==> config.mk <==
export PLATFORM = sky130hd
export DESIGN_NAME = rxecrc_flat
export DESIGN_NICKNAME = d
export VERILOG_FILES = /design/src/rtl/rxecrc_pkg.sv /design/src/rtl/rxecrc_if.sv /design/src/rtl/rxecrc_crc32_nib.sv /design/src/rtl/rxecrc.sv /design/src/flat_wrapper.sv
export SDC_FILE = /design/constraint.sdc
export NUM_CORES = 1
export LEC_CHECK = 0
export CAP_MARGIN = 20
export CORE_MARGIN = 2
export CORE_UTILIZATION = 30
export DETAILED_ROUTE_END_ITERATION = 6
export PLACE_DENSITY = 0.48
export SKIP_LAST_GASP = 1
export SLEW_MARGIN = 20
export SYNTH_ARGS = -nofsm -noshare
export SYNTH_HDL_FRONTEND = slang
export SYNTH_SLANG_ARGS = --single-unit
==> constraint.sdc <==
create_clock -name i_clk -period 2.3 [get_ports i_clk]
set_clock_uncertainty 0.05 [all_clocks]
set_input_delay 0.23 -clock i_clk [delete_from_list [all_inputs] [get_ports i_clk]]
set_output_delay 0.23 -clock i_clk [all_outputs]
set_load 0.005 [all_outputs]
==> src/rtl/rxecrc_pkg.sv <==
// rxecrc_pkg: shared constants and types for the Ethernet RX nibble CRC-32
// checker/stripper and its CRC helper.
//   CRC_POLY    reflected CRC-32 polynomial
//   CRC_INIT    CRC register preset at frame start
//   CRC_RESIDUE register value after data+FCS of a good frame
//   rxc_state_t checker state encoding
package rxecrc_pkg;

    localparam logic [31:0] CRC_POLY    = 32'hEDB8_8320;
    localparam logic [31:0] CRC_INIT    = 32'hFFFF_FFFF;
    localparam logic [31:0] CRC_RESIDUE = 32'hDEBB_20E3;

    // Nibbles held back so the trailing FCS is never forwarded.
    localparam logic [3:0]  LINE_LAST   = 4'd7;

    typedef enum logic [1:0] {
        RXC_IDLE   = 2'd0,
        RXC_FILL   = 2'd1,
        RXC_STREAM = 2'd2,
        RXC_BYPASS = 2'd3   // i_en=0 frame: pass-through, no check
    } rxc_state_t;

endpackage

==> src/rtl/rxecrc_if.sv <==
// rxecrc_if: nibble-stream bundle between the RX front end, the CRC
// checker and the memory-write stage.
//   i_ce      nibble-rate clock enable
//   i_en      1 = check and strip FCS, 0 = bypass
//   i_cancel  abort current frame
//   i_v/i_d   input nibble valid / data (LSN first)
//   o_v/o_d   output nibble valid / data
//   o_done    frame ended normally (one ce-cycle pulse)
//   o_err     with o_done: FCS bad or runt
// master drives the i_* side and observes o_*; slave is the checker.
interface rxecrc_if;
    logic       i_ce;
    logic       i_en;
    logic       i_cancel;
    logic       i_v;
    logic [3:0] i_d;
    logic       o_v;
    logic [3:0] o_d;
    logic       o_done;
    logic       o_err;

    modport master (
        output i_ce, i_en, i_cancel, i_v, i_d,
        input  o_v, o_d, o_done, o_err
    );

    modport slave (
        input  i_ce, i_en, i_cancel, i_v, i_d,
        output o_v, o_d, o_done, o_err
    );
endinterface

==> src/rtl/rxecrc_crc32_nib.sv <==
// rxecrc_crc32_nib: combinational CRC-32 update by one nibble, bit 0 first,
// reflected polynomial. Shared with the TX FCS generator.
//   i_crc  current CRC register
//   i_nib  nibble to absorb
//   o_crc  updated CRC register
module rxecrc_crc32_nib
    import rxecrc_pkg::*;
(
    input  logic [31:0] i_crc,
    input  logic [3:0]  i_nib,
    output logic [31:0] o_crc
);

    logic [31:0] w_crc;
    logic        w_fb;

    always_comb begin
        w_crc = i_crc;
        w_fb  = 1'b0;
        for (int b = 0; b < 4; b++) begin
            w_fb  = w_crc[0] ^ i_nib[b];
            w_crc = {1'b0, w_crc[31:1]} ^ (w_fb ? CRC_POLY : 32'h0);
        end
        o_crc = w_crc;
    end

endmodule

==> src/rtl/rxecrc.sv <==
// rxecrc: Ethernet RX nibble-stream CRC-32 checker/stripper. Holds the last
// 8 nibbles in a delay line so the FCS is absorbed by the CRC but never
// forwarded; flags bad FCS or runt frames at end of frame.
//   i_clk      system clock
//   i_reset_n  asynchronous active-low reset
//   s          rxecrc_if.slave stream bundle (see rxecrc_if)
module rxecrc
    import rxecrc_pkg::*;
(
    input  logic      i_clk,
    input  logic      i_reset_n,
    rxecrc_if.slave   s
);

    rxc_state_t  r_state;
    logic [31:0] r_crc;
    logic [31:0] r_line;     // newest nibble at [31:28], oldest at [3:0]
    logic [3:0]  r_cnt;
    logic        r_wait_low; // after a cancel, ignore i_v until it drops
    logic        r_v;
    logic [3:0]  r_d;
    logic        r_done;
    logic        r_err;

    logic [31:0] w_crc_nxt;

    rxecrc_crc32_nib u_crc (
        .i_crc (r_crc),
        .i_nib (s.i_d),
        .o_crc (w_crc_nxt)
    );

    always_ff @(posedge i_clk or negedge i_reset_n) begin
        if (!i_reset_n) begin
            r_state    <= RXC_IDLE;
            r_crc      <= CRC_INIT;
            r_line     <= 32'h0;
            r_cnt      <= 4'd0;
            r_wait_low <= 1'b0;
            r_v        <= 1'b0;
            r_d        <= 4'h0;
            r_done     <= 1'b0;
            r_err      <= 1'b0;
        end else if (s.i_ce) begin
            r_done <= 1'b0;
            r_err  <= 1'b0;
            if (s.i_cancel) begin
                r_state    <= RXC_IDLE;
                r_crc      <= CRC_INIT;
                r_line     <= 32'h0;
                r_cnt      <= 4'd0;
                r_v        <= 1'b0;
                // A cancel seen while i_v is already low needs no extra wait.
                r_wait_low <= s.i_v;
            end else begin
                case (r_state)
                    RXC_IDLE: begin
                        r_v <= 1'b0;
                        if (!s.i_v) begin
                            r_wait_low <= 1'b0;
                        end else if (!r_wait_low) begin
                            if (s.i_en) begin
                                r_line  <= {s.i_d, 28'h0};
                                r_cnt   <= 4'd1;
                                r_crc   <= w_crc_nxt;
                                r_state <= RXC_FILL;
                            end else begin
                                r_v     <= 1'b1;
                                r_d     <= s.i_d;
                                r_state <= RXC_BYPASS;
                            end
                        end
                    end
                    RXC_FILL: begin
                        r_v <= 1'b0;
                        if (s.i_v) begin
                            r_line <= {s.i_d, r_line[31:4]};
                            r_crc  <= w_crc_nxt;
                            r_cnt  <= r_cnt + 4'd1;
                            if (r_cnt == LINE_LAST)
                                r_state <= RXC_STREAM;
                        end else begin
                            // Ended before the FCS could even be collected.
                            r_done  <= 1'b1;
                            r_err   <= 1'b1;
                            r_state <= RXC_IDLE;
                            r_crc   <= CRC_INIT;
                            r_cnt   <= 4'd0;
                            r_line  <= 32'h0;
                        end
                    end
                    RXC_STREAM: begin
                        if (s.i_v) begin
                            r_v    <= 1'b1;
                            r_d    <= r_line[3:0];
                            r_line <= {s.i_d, r_line[31:4]};
                            r_crc  <= w_crc_nxt;
                        end else begin
                            // Held nibbles are the FCS: drop them.
                            r_v     <= 1'b0;
                            r_done  <= 1'b1;
                            r_err   <= (r_crc != CRC_RESIDUE);
                            r_state <= RXC_IDLE;
                            r_crc   <= CRC_INIT;
                            r_cnt   <= 4'd0;
                            r_line  <= 32'h0;
                        end
                    end
                    RXC_BYPASS: begin
                        r_v <= s.i_v;
                        if (s.i_v) begin
                            r_d <= s.i_d;
                        end else begin
                            r_done  <= 1'b1;
                            r_state <= RXC_IDLE;
                        end
                    end
                    default: r_state <= RXC_IDLE;
                endcase
            end
        end
    end

    assign s.o_v    = r_v;
    assign s.o_d    = r_d;
    assign s.o_done = r_done;
    assign s.o_err  = r_err;

endmodule

==> src/flat_wrapper.sv <==
// flat-port wrapper written by rule: the top's interface ports become plain ports
module rxecrc_flat import rxecrc_pkg::*;
  (i_clk, i_reset_n, s_i_ce, s_i_en, s_i_cancel, s_i_v, s_i_d, s_o_v, s_o_d, s_o_done, s_o_err);
  rxecrc_if s_i ();
  input  logic i_clk;
  input  logic i_reset_n;
  input wire logic [$bits(s_i.i_ce)-1:0] s_i_ce;
  input wire logic [$bits(s_i.i_en)-1:0] s_i_en;
  input wire logic [$bits(s_i.i_cancel)-1:0] s_i_cancel;
  input wire logic [$bits(s_i.i_v)-1:0] s_i_v;
  input wire logic [$bits(s_i.i_d)-1:0] s_i_d;
  output wire logic [$bits(s_i.o_v)-1:0] s_o_v;
  output wire logic [$bits(s_i.o_d)-1:0] s_o_d;
  output wire logic [$bits(s_i.o_done)-1:0] s_o_done;
  output wire logic [$bits(s_i.o_err)-1:0] s_o_err;
  assign s_i.i_ce = s_i_ce;
  assign s_i.i_en = s_i_en;
  assign s_i.i_cancel = s_i_cancel;
  assign s_i.i_v = s_i_v;
  assign s_i.i_d = s_i_d;
  assign s_o_v = s_i.o_v;
  assign s_o_d = s_i.o_d;
  assign s_o_done = s_i.o_done;
  assign s_o_err = s_i.o_err;
  rxecrc u_core (.i_clk(i_clk), .i_reset_n(i_reset_n), .s(s_i));
endmodule
==> impl.org, run 1 <==
** Status
- Outcome :: finished clean

** Worst setup path
- Together, buffers and inverters on the worst path number 2.
- Tracing the worst setup path back leads to its startpoint at u_core.r_state[1].
- Setup crit start kind :: register
- Largest driver fanout on the critical path :: 2
- In this run the critical register-to-register path is launched from u_core.r_state[1].
- The signal on the critical path passes through inv_1, buf_4, ha_2, or4_1, or4_4, nor4_4, o22ai_1.
- Worst Setup Path Type :: reg -> reg
- In this design, the stage delay of the slowest critical-path cell is 0.52 ns.
- STA classifies the critical path endpoint as a register.
- Category of cells accounting for the largest share of critical-path delay :: simple AND/OR/NAND/NOR gates
- For this design, the slowest cell found on the critical path is sky130_fd_sc_hd__or4_1.
- Data on the critical path is required at its endpoint by 2.46 ns.
- Worst path arrival time :: 2.37 ns

** STA
- Setup violations remaining at the end of the flow were counted as 0.
- Headroom to the max-slew limit came out at 73.67%.
- Based on the critical path, the design can be clocked at up to 0.4524 GHz.
- The worst path needs 2.210 ns of the cycle, external delays included.
- Period Utilization, post-route :: 96.10%
- Setup repair after global routing left no endpoint under its margin.
- Slew Viols, Final :: 0
- Transition at the pin with the smallest max-transition slack :: 0.3947 ns
- Hold is met by 0.3039 ns.
- Number of endpoints with negative hold slack in the final report :: 0

** Synth
- Multiplexer cells account for 2.494% of the synthesized area.
- Synthesis produced a netlist whose cell count is 345.
- Mapped Nets :: 361
- Post-Synth Simple-Gate Area :: 13.32%
- Summing the sequential cell areas from Yosys gives 52.25% of the chip area.
- Largest family of logic cells by synthesized area :: compound AO/OA/AOI/OAI gates
- Arithmetic-cell share of the synthesized area counting full adders, half adders and majority gates :: 1.969%
- A synthesized cell averages 11.05 um^2.
- For this run, the leading register cell type out of synthesis is sky130_fd_sc_hd__dfrtp_1.
- The synthesized netlist devotes 11.42% of its cell area to XOR and XNOR gates.
- The synthesized design contains 78 register bits.
- The synthesized netlist devotes 15.75% of its cell area to compound gates.
- Synthesized cell area :: 3812 um^2
- Yosys mapped a number of flops with a built-in enable equal to 0.
- Of all flip-flops after synthesis, the portion carrying an async set or reset was 100.0%.
- The number of different library cells used by synthesis comes to 51.
- Yosys printed 0 warnings.

** Placement
- Buffers placed on the I/O ports in this run total 16.
- Including well taps, the total number of placed cells is 548.
- Placement-stage cell area :: 4428 um^2
- Half-perimeter wire length after detailed placement :: 5.597 mm
- Routability-driven placement finished with a final weighted congestion of 0.7641.

** Clocking
- Number of clock buffers inserted by TritonCTS :: 9
- Clock Sink Count :: 78
- Number of buffers on the longest clock path :: 2
- Clock Latency Late Sink :: 0.33 ns
- The tree is rooted in a sky130_fd_sc_hd__clkbuf_16.
- Total number of H-tree levels :: 3
- After clock tree synthesis, the clock-pin slew on the worst setup and hold paths is 0.06 ns.
- CTS tree :: built

** Drt
- Number of iterations in the first detailed-routing pass :: 4
- The detail route stage leaves a number of antenna-violating nets equal to 0.
- After detailed routing, the total wire length is 8.330 mm.
- In the final routed layout, each cell accounts on average for 14.69 um.
- For this run, design rule violations remaining after detail routing come to 0.
- Vias per std cell :: 4.654
- Summing over every cut layer, the via total after detailed routing is 2,639.
- Initial drt markers :: 184

** Floorplanning
- Number of rows created at floorplan :: 41
- The core region is 12,520 um^2.
- 17 I/O pins were placed.
- The die is 116.7 um wide.
- The die covers 13,630 um^2.
- Starting density of the core :: 30.46%
- Vertical die dimension :: 116.7 um

** Pwr
- IR Drop Worst-Case VDD :: 0.4042 mV
- Power consumption :: 5874 uW
- Power spread over the standard cell area amounts to 1238 nW/um^2.
- Summed over all cells, the static leakage comes to 0.001910 uW.

** Run
- Reported max-cap violation count :: 0

** Final layout
- Post-layout nets :: 406
- The library cells used most frequently in the layout, excluding fill and tap cells, are sky130_fd_sc_hd__nand2_1, sky130_fd_sc_hd__dfrtp_1, sky130_fd_sc_hd__o21ai_1, sky130_fd_sc_hd__buf_4, sky130_fd_sc_hd__dfstp_2.
- Design area :: 4745 um^2
- FILL cells :: 1,219
- The repair_antennas step left the layout with diodes totalling 0.
- Synth-to-Final Area Change :: 24.45%
- Leaving out fill and tap cells, the most frequent cell in the layout is sky130_fd_sc_hd__nand2_1.
- Once layout is complete, the cells apart from fillers number 567.
- Layout cells sized above 1 :: 26.58%

** Global route
- Across every metal layer, demand over resource in global routing totals 13.39%.
- The via count of the first global-routing pass is 2,619.
- Entering global routing, the biggest net connects 63 pins.
- Antenna violations before repair :: 0
- Overall overflow remaining after global route :: 0
- Wire length of the first global-routing pass :: 14.01 mm

** Worst hold path
- HP Class :: in -> async
[final timing paths]
kind | end | slack [ns] | cells after the start
max in group asynchronous | u_core.r_crc[8] | 1.31 | 3
max reg2reg | u_core.s.o_err | 0.09 | 7
min reg2reg | u_core.r_line[3] | 0.43 | 2
min in group i_clk | u_core.r_line[3] | 0.43 | 2
max | u_core.s.o_err | 0.09 | 7
min | u_core.r_state[0] | 0.30 | 2
[state kept, by name, summed over array words and instances, names as in the netlist]
signal             flops
u_core.s.o_err         1
u_core.r_state         2
u_core.s.o_v           1
u_core.r_wait_low      1
u_core.r_line         32
u_core.r_crc          32
u_core.s.o_d           4
u_core.r_cnt           4
u_core.s.o_done        1
[layer usage]
metal | up-vias | GRT usage (%) | part of all wire (%)
li1 | 1303 | - | -
met1 | 1291 | 19.10 | 50
met2 | 35 | 20.42 | 46
met3 | 10 | 2.335 | 2.0
met4 | 0 | 4.941 | 1.4
met5 | - | 0 | 0
[cells in the mapped netlist (6+ instances only)]
cell type                   count  area [um^2]
sky130_fd_sc_hd__nand2_1       64        240.2
sky130_fd_sc_hd__dfrtp_1       46         1151
sky130_fd_sc_hd__o21ai_1       36        180.2
sky130_fd_sc_hd__dfstp_2       32        840.8
sky130_fd_sc_hd__a2bb2oi_1     22        192.7
sky130_fd_sc_hd__xnor2_1       16        140.1
sky130_fd_sc_hd__clkbuf_1      14        52.55
sky130_fd_sc_hd__xor2_1        11        96.34
sky130_fd_sc_hd__nor2_1         9        33.78
sky130_fd_sc_hd__o22a_1         9        78.83
sky130_fd_sc_hd__buf_2          7        35.03
sky130_fd_sc_hd__ha_1           6        75.07
[kinds of logic after synthesis]
group,after synthesis
flops,78
simple gates,103
compound gates,87
xor+xnor,36
mux,9
buf+inv,26
fa+ha+maj,6
[cell type report]
class	count	area, um^2	area share (%)
clock buffer	10	229.0	4.826
clock inverter	6	47.55	1.002
inverter	5	18.77	0.3956
multi-input combinational	241	1752	36.92
sequential	78	1992	41.98
tap	172	215.2	4.536
timing repair buffer	55	490.5	10.34
[report_power, final]
group,switching (uW),internal (uW),leakage (uW)
clock,581,738,0.000133
combinational,1150,1280,0.000811
sequential,287,1840,0.000966
[metrics by stage]
stage	setup WS, ns	TNS (ns)	util, %
6_report	0.08962	0	37.90
5_1_grt	0.004591	0	37.90
4_1_cts	-0.01764	-0.01764	37.88
2_1_floorplan	0.1087	0	-
3_5_place_dp	-0.2058	-2.364	35.38
3_3_place_gp	-0.1828	-1.340	35.38
[timing repair]
item                                    in CTS  in global routing
hold endpoints to repair                     2                  0
endpoints found under the setup margin       9                  1
buffers inserted                             2                  0
hold buffers                                 1                  0
pin swaps                                    2                  2
gates resized for setup                      2                  1
Note: power is estimated with default switching activity, not from simulation.
==> run 2, diff against run 1 <==
--- a/config.mk
+++ b/config.mk
@@ -5,10 +5,10 @@
 export SDC_FILE = /design/constraint.sdc
 export NUM_CORES = 1
 export LEC_CHECK = 0
-export CAP_MARGIN = 20
 export CORE_MARGIN = 2
 export CORE_UTILIZATION = 30
 export DETAILED_ROUTE_END_ITERATION = 6
+export GPL_TIMING_DRIVEN = 0
 export PLACE_DENSITY = 0.48
 export SKIP_LAST_GASP = 1
 export SLEW_MARGIN = 20
==> run 2 against run 1 <==
Register-to-register slack lost 0.05 ns. Core utilization is 1.4 points lower. Count of clock-buffer cells in the layout is the same. Largest cell class unchanged. Critical path type unchanged. Largest power group is now registers.
==> impl.org, run 2 (synthesized netlist as in run 1, its figures left out) <==
** STA
- Min Clock Period, post-route :: 2.256 ns
- Static timing analysis puts the maximum clock frequency at 0.4432 GHz.
- Setup violations remaining at the end of the flow were counted as 0.
- Hold_ws :: 0.2205 ns
- Transition at the pin with the smallest max-transition slack :: 0.6216 ns
- The final number of max-transition violations is 0.
- In this run the tightest slew margin relative to its limit is 58.53%.
- Number of endpoints with negative hold slack in the final report :: 0
- Of the available clock period, the critical path in the final layout requires 98.11%.
- Total negative slack for setup checks :: 0 ns
- Setup repair after global routing could not meet its margin everywhere.

** Pwr
- Dividing total power by cell area gives a power density of 1279 nW/um^2.
- Power consumption :: 5848 uW
- IR analysis of the VDD net gives a maximum drop of 0.4032 mV.
- Static leakage :: 0.001801 uW

** Worst setup path
- Largest driver fanout on the critical path :: 6
- The endpoint identified for the worst register-to-register timing path is u_core.s.o_err.
- Capturing element type of the critical path :: register
- Cell type with the highest occurrence count on the critical path :: sky130_fd_sc_hd__or4_1
- The worst setup path is launched from a register.
- Count of cells along the worst register-to-register path :: 6
- For this run, the slowest stage of the critical path takes 0.55 ns.
- Category of cells accounting for the largest share of critical-path delay :: simple AND/OR/NAND/NOR gates
- Traced cell by cell, the critical path runs through inv_1, ha_2, or4_1, or4_1, nor4_2, o22ai_1.
- Required time at the endpoint of the critical path :: 2.44 ns
- Worst path arrival time :: 2.40 ns
- The startpoint identified for the worst register-to-register timing path is u_core.r_state[1].
- For flop-to-flop paths, the worst setup slack is 0.04 ns.
- Buffers & Inverters on Critical Path :: 1
- Cell with the largest stage delay on the worst path :: sky130_fd_sc_hd__or4_1
- The critical path is of the reg -> reg type.

** Drt
- Total detailed-routing wirelength :: 8.234 mm
- Routed wire per std cell :: 15.08 um
- Vias per std cell :: 4.716
- Initial drt markers :: 140
- After detailed routing, the number of remaining DRC violations is 0.
- Once detail routing completed, the nets flagged for antenna violations numbered 0.
- Number of iterations in the first detailed-routing pass :: 4
- Summing over every cut layer, the via total after detailed routing is 2,575.

** Clocking
- The longest clock path from root to sink contains 2 buffers.
- Clock Sink Count :: 78
- The later pin in the worst-skew pair is clocked with a latency of 0.33 ns.
- TritonCTS built the clock tree.
- Buffer type at the clock tree root :: sky130_fd_sc_hd__clkbuf_16
- Clock-pin slew was measured on the worst setup and hold paths at 0.06 ns.
- Clock tree synthesis inserted a total of 9 buffers.
- The H-tree was split into 3 levels.

** Global route
- The initial antenna violation count came to 0.
- For this run the aggregate overflow at the end of global routing stands at 0.
- Largest net degree at the start of global routing :: 52
- The first global-routing pass estimated 13.86 mm of wire.
- The via count of the first global-routing pass was 2,608.
- Total track usage :: 13.11%

** Final layout
- Leading cell types in the layout, fill and taps excluded :: sky130_fd_sc_hd__nand2_1, sky130_fd_sc_hd__dfrtp_1, sky130_fd_sc_hd__o21ai_1, sky130_fd_sc_hd__dfstp_2, sky130_fd_sc_hd__a2bb2oi_1
- Inserted Diodes :: 0
- Fill cells in the final layout number 1,278.
- Layout cells sized above 1 :: 22.46%
- The net count of the finished layout is 386.
- Most frequent standard cell in the layout excluding fill and tap cells :: sky130_fd_sc_hd__nand2_1
- In the final layout, the registers with the most flip-flops are u_core.r_crc (32), u_core.r_line (32).
- From synthesis to final layout, the design area changed by 19.92%.
- Non-Filler Instances :: 546

** Floorplanning
- Once the floorplan was initialized, standard cells occupied 30.46% of the core.
- In this run the count of I/O pins placed on the die edge is 17.
- The die is 116.7 um wide.
- Vertical die dimension :: 116.7 um
- The floorplan step defined a core boundary enclosing 12,520 um^2.
- Total Die Area :: 13,630 um^2
- The initialized floorplan defines 41 standard-cell rows.

** Status
- The flow ran to the end, and the final reports show no timing, DRC or antenna violations.

** Placement
- Half-perimeter wire length after detailed placement :: 5.622 mm
- Routability-driven placement finished with a final weighted congestion of 0.7428.
- Port Buffer Count :: 13
- After detailed placement, the design holds a cell count of 531.

** Run
- Reported max-cap violation count :: 0

** Worst hold path
- Hold-critical path depth :: 3
- In this run the most critical hold path is launched from s_i_v.
- HP Class :: in -> reg
- Sink of the worst hold path :: u_core.r_wait_low
## run 2: power by group
group	internal [uW]	total [uW]	switching, uW
Clock	1050	1570	527
Sequential	1840	2140	300
Combinational	1040	2130	1090
Total	3930	5850	1920
## run 2: per-layer routing
| metal | track usage [%] | vias to the layer above | wire length [um] | part of all wire, % |
|---|---|---|---|---|
| met1 | 18.88 | 1284 | 4236 | 51 |
| met2 | 19.96 | 25 | 3708 | 45 |
| li1 | - | 1258 | - | - |
| met3 | 2.491 | 8 | 197 | 2.4 |
| met5 | 0 | - | 0 | 0 |
| met4 | 4.235 | 0 | 91 | 1.1 |
## run 2: how the worst max path moves through the flow
stage | startpoint | end | slack, ns | depth (start not counted)
2_1_floorplan | u_core.r_state[1] | u_core.s.o_err | 0.11 | 6
3_3_place_gp | i_reset_n | u_core.r_cnt[3] | -1.96 | 1
3_5_place_dp | u_core.r_state[0] | u_core.r_line[27] | -0.39 | 6
4_1_cts | u_core.r_state[0] | u_core.r_line[28] | -0.01 | 6
5_1_grt | u_core.r_state[1] | u_core.s.o_err | -0.02 | 6
6_report | u_core.r_state[1] | u_core.s.o_err | 0.04 | 6
## run 2: layout make-up
class	instances	area, um^2	share of cell area (%)
tap	172	215.2	4.707
timing repair buffer	17	180.2	3.941
inverter	5	18.77	0.4105
sequential	78	1992	43.57
buffer	18	92.59	2.025
clock buffer	10	229.0	5.008
multi-input combinational	241	1745	38.18
clock inverter	5	98.84	2.162
## run 2: per-stage QoR
stage | worst slack [ns] | area (um^2) | util (%)
6_report | 0.04350 | 4572 | 36.53
5_1_grt | -0.02042 | 4572 | 36.53
4_1_cts | -0.01179 | 4554 | 36.39
3_5_place_dp | -0.3892 | 4183 | 33.42
3_3_place_gp | -1.959 | 4158 | 33.22
2_1_floorplan | 0.1087 | 3812 | -
## run 2: what timing repair did
item,CTS,global route
resized for setup,10,10
hold buffers,1,0
endpoints found under the setup margin,62,69
pin swaps,1,0
buffers inserted,2,0
endpoints found under the hold margin,23,0
## run 2: tightest hold or removal path, delay by kind of cell
family	cells	cell delay, ns
buffers and inverters	1	0.18
and+or+nand+nor	2	0.15
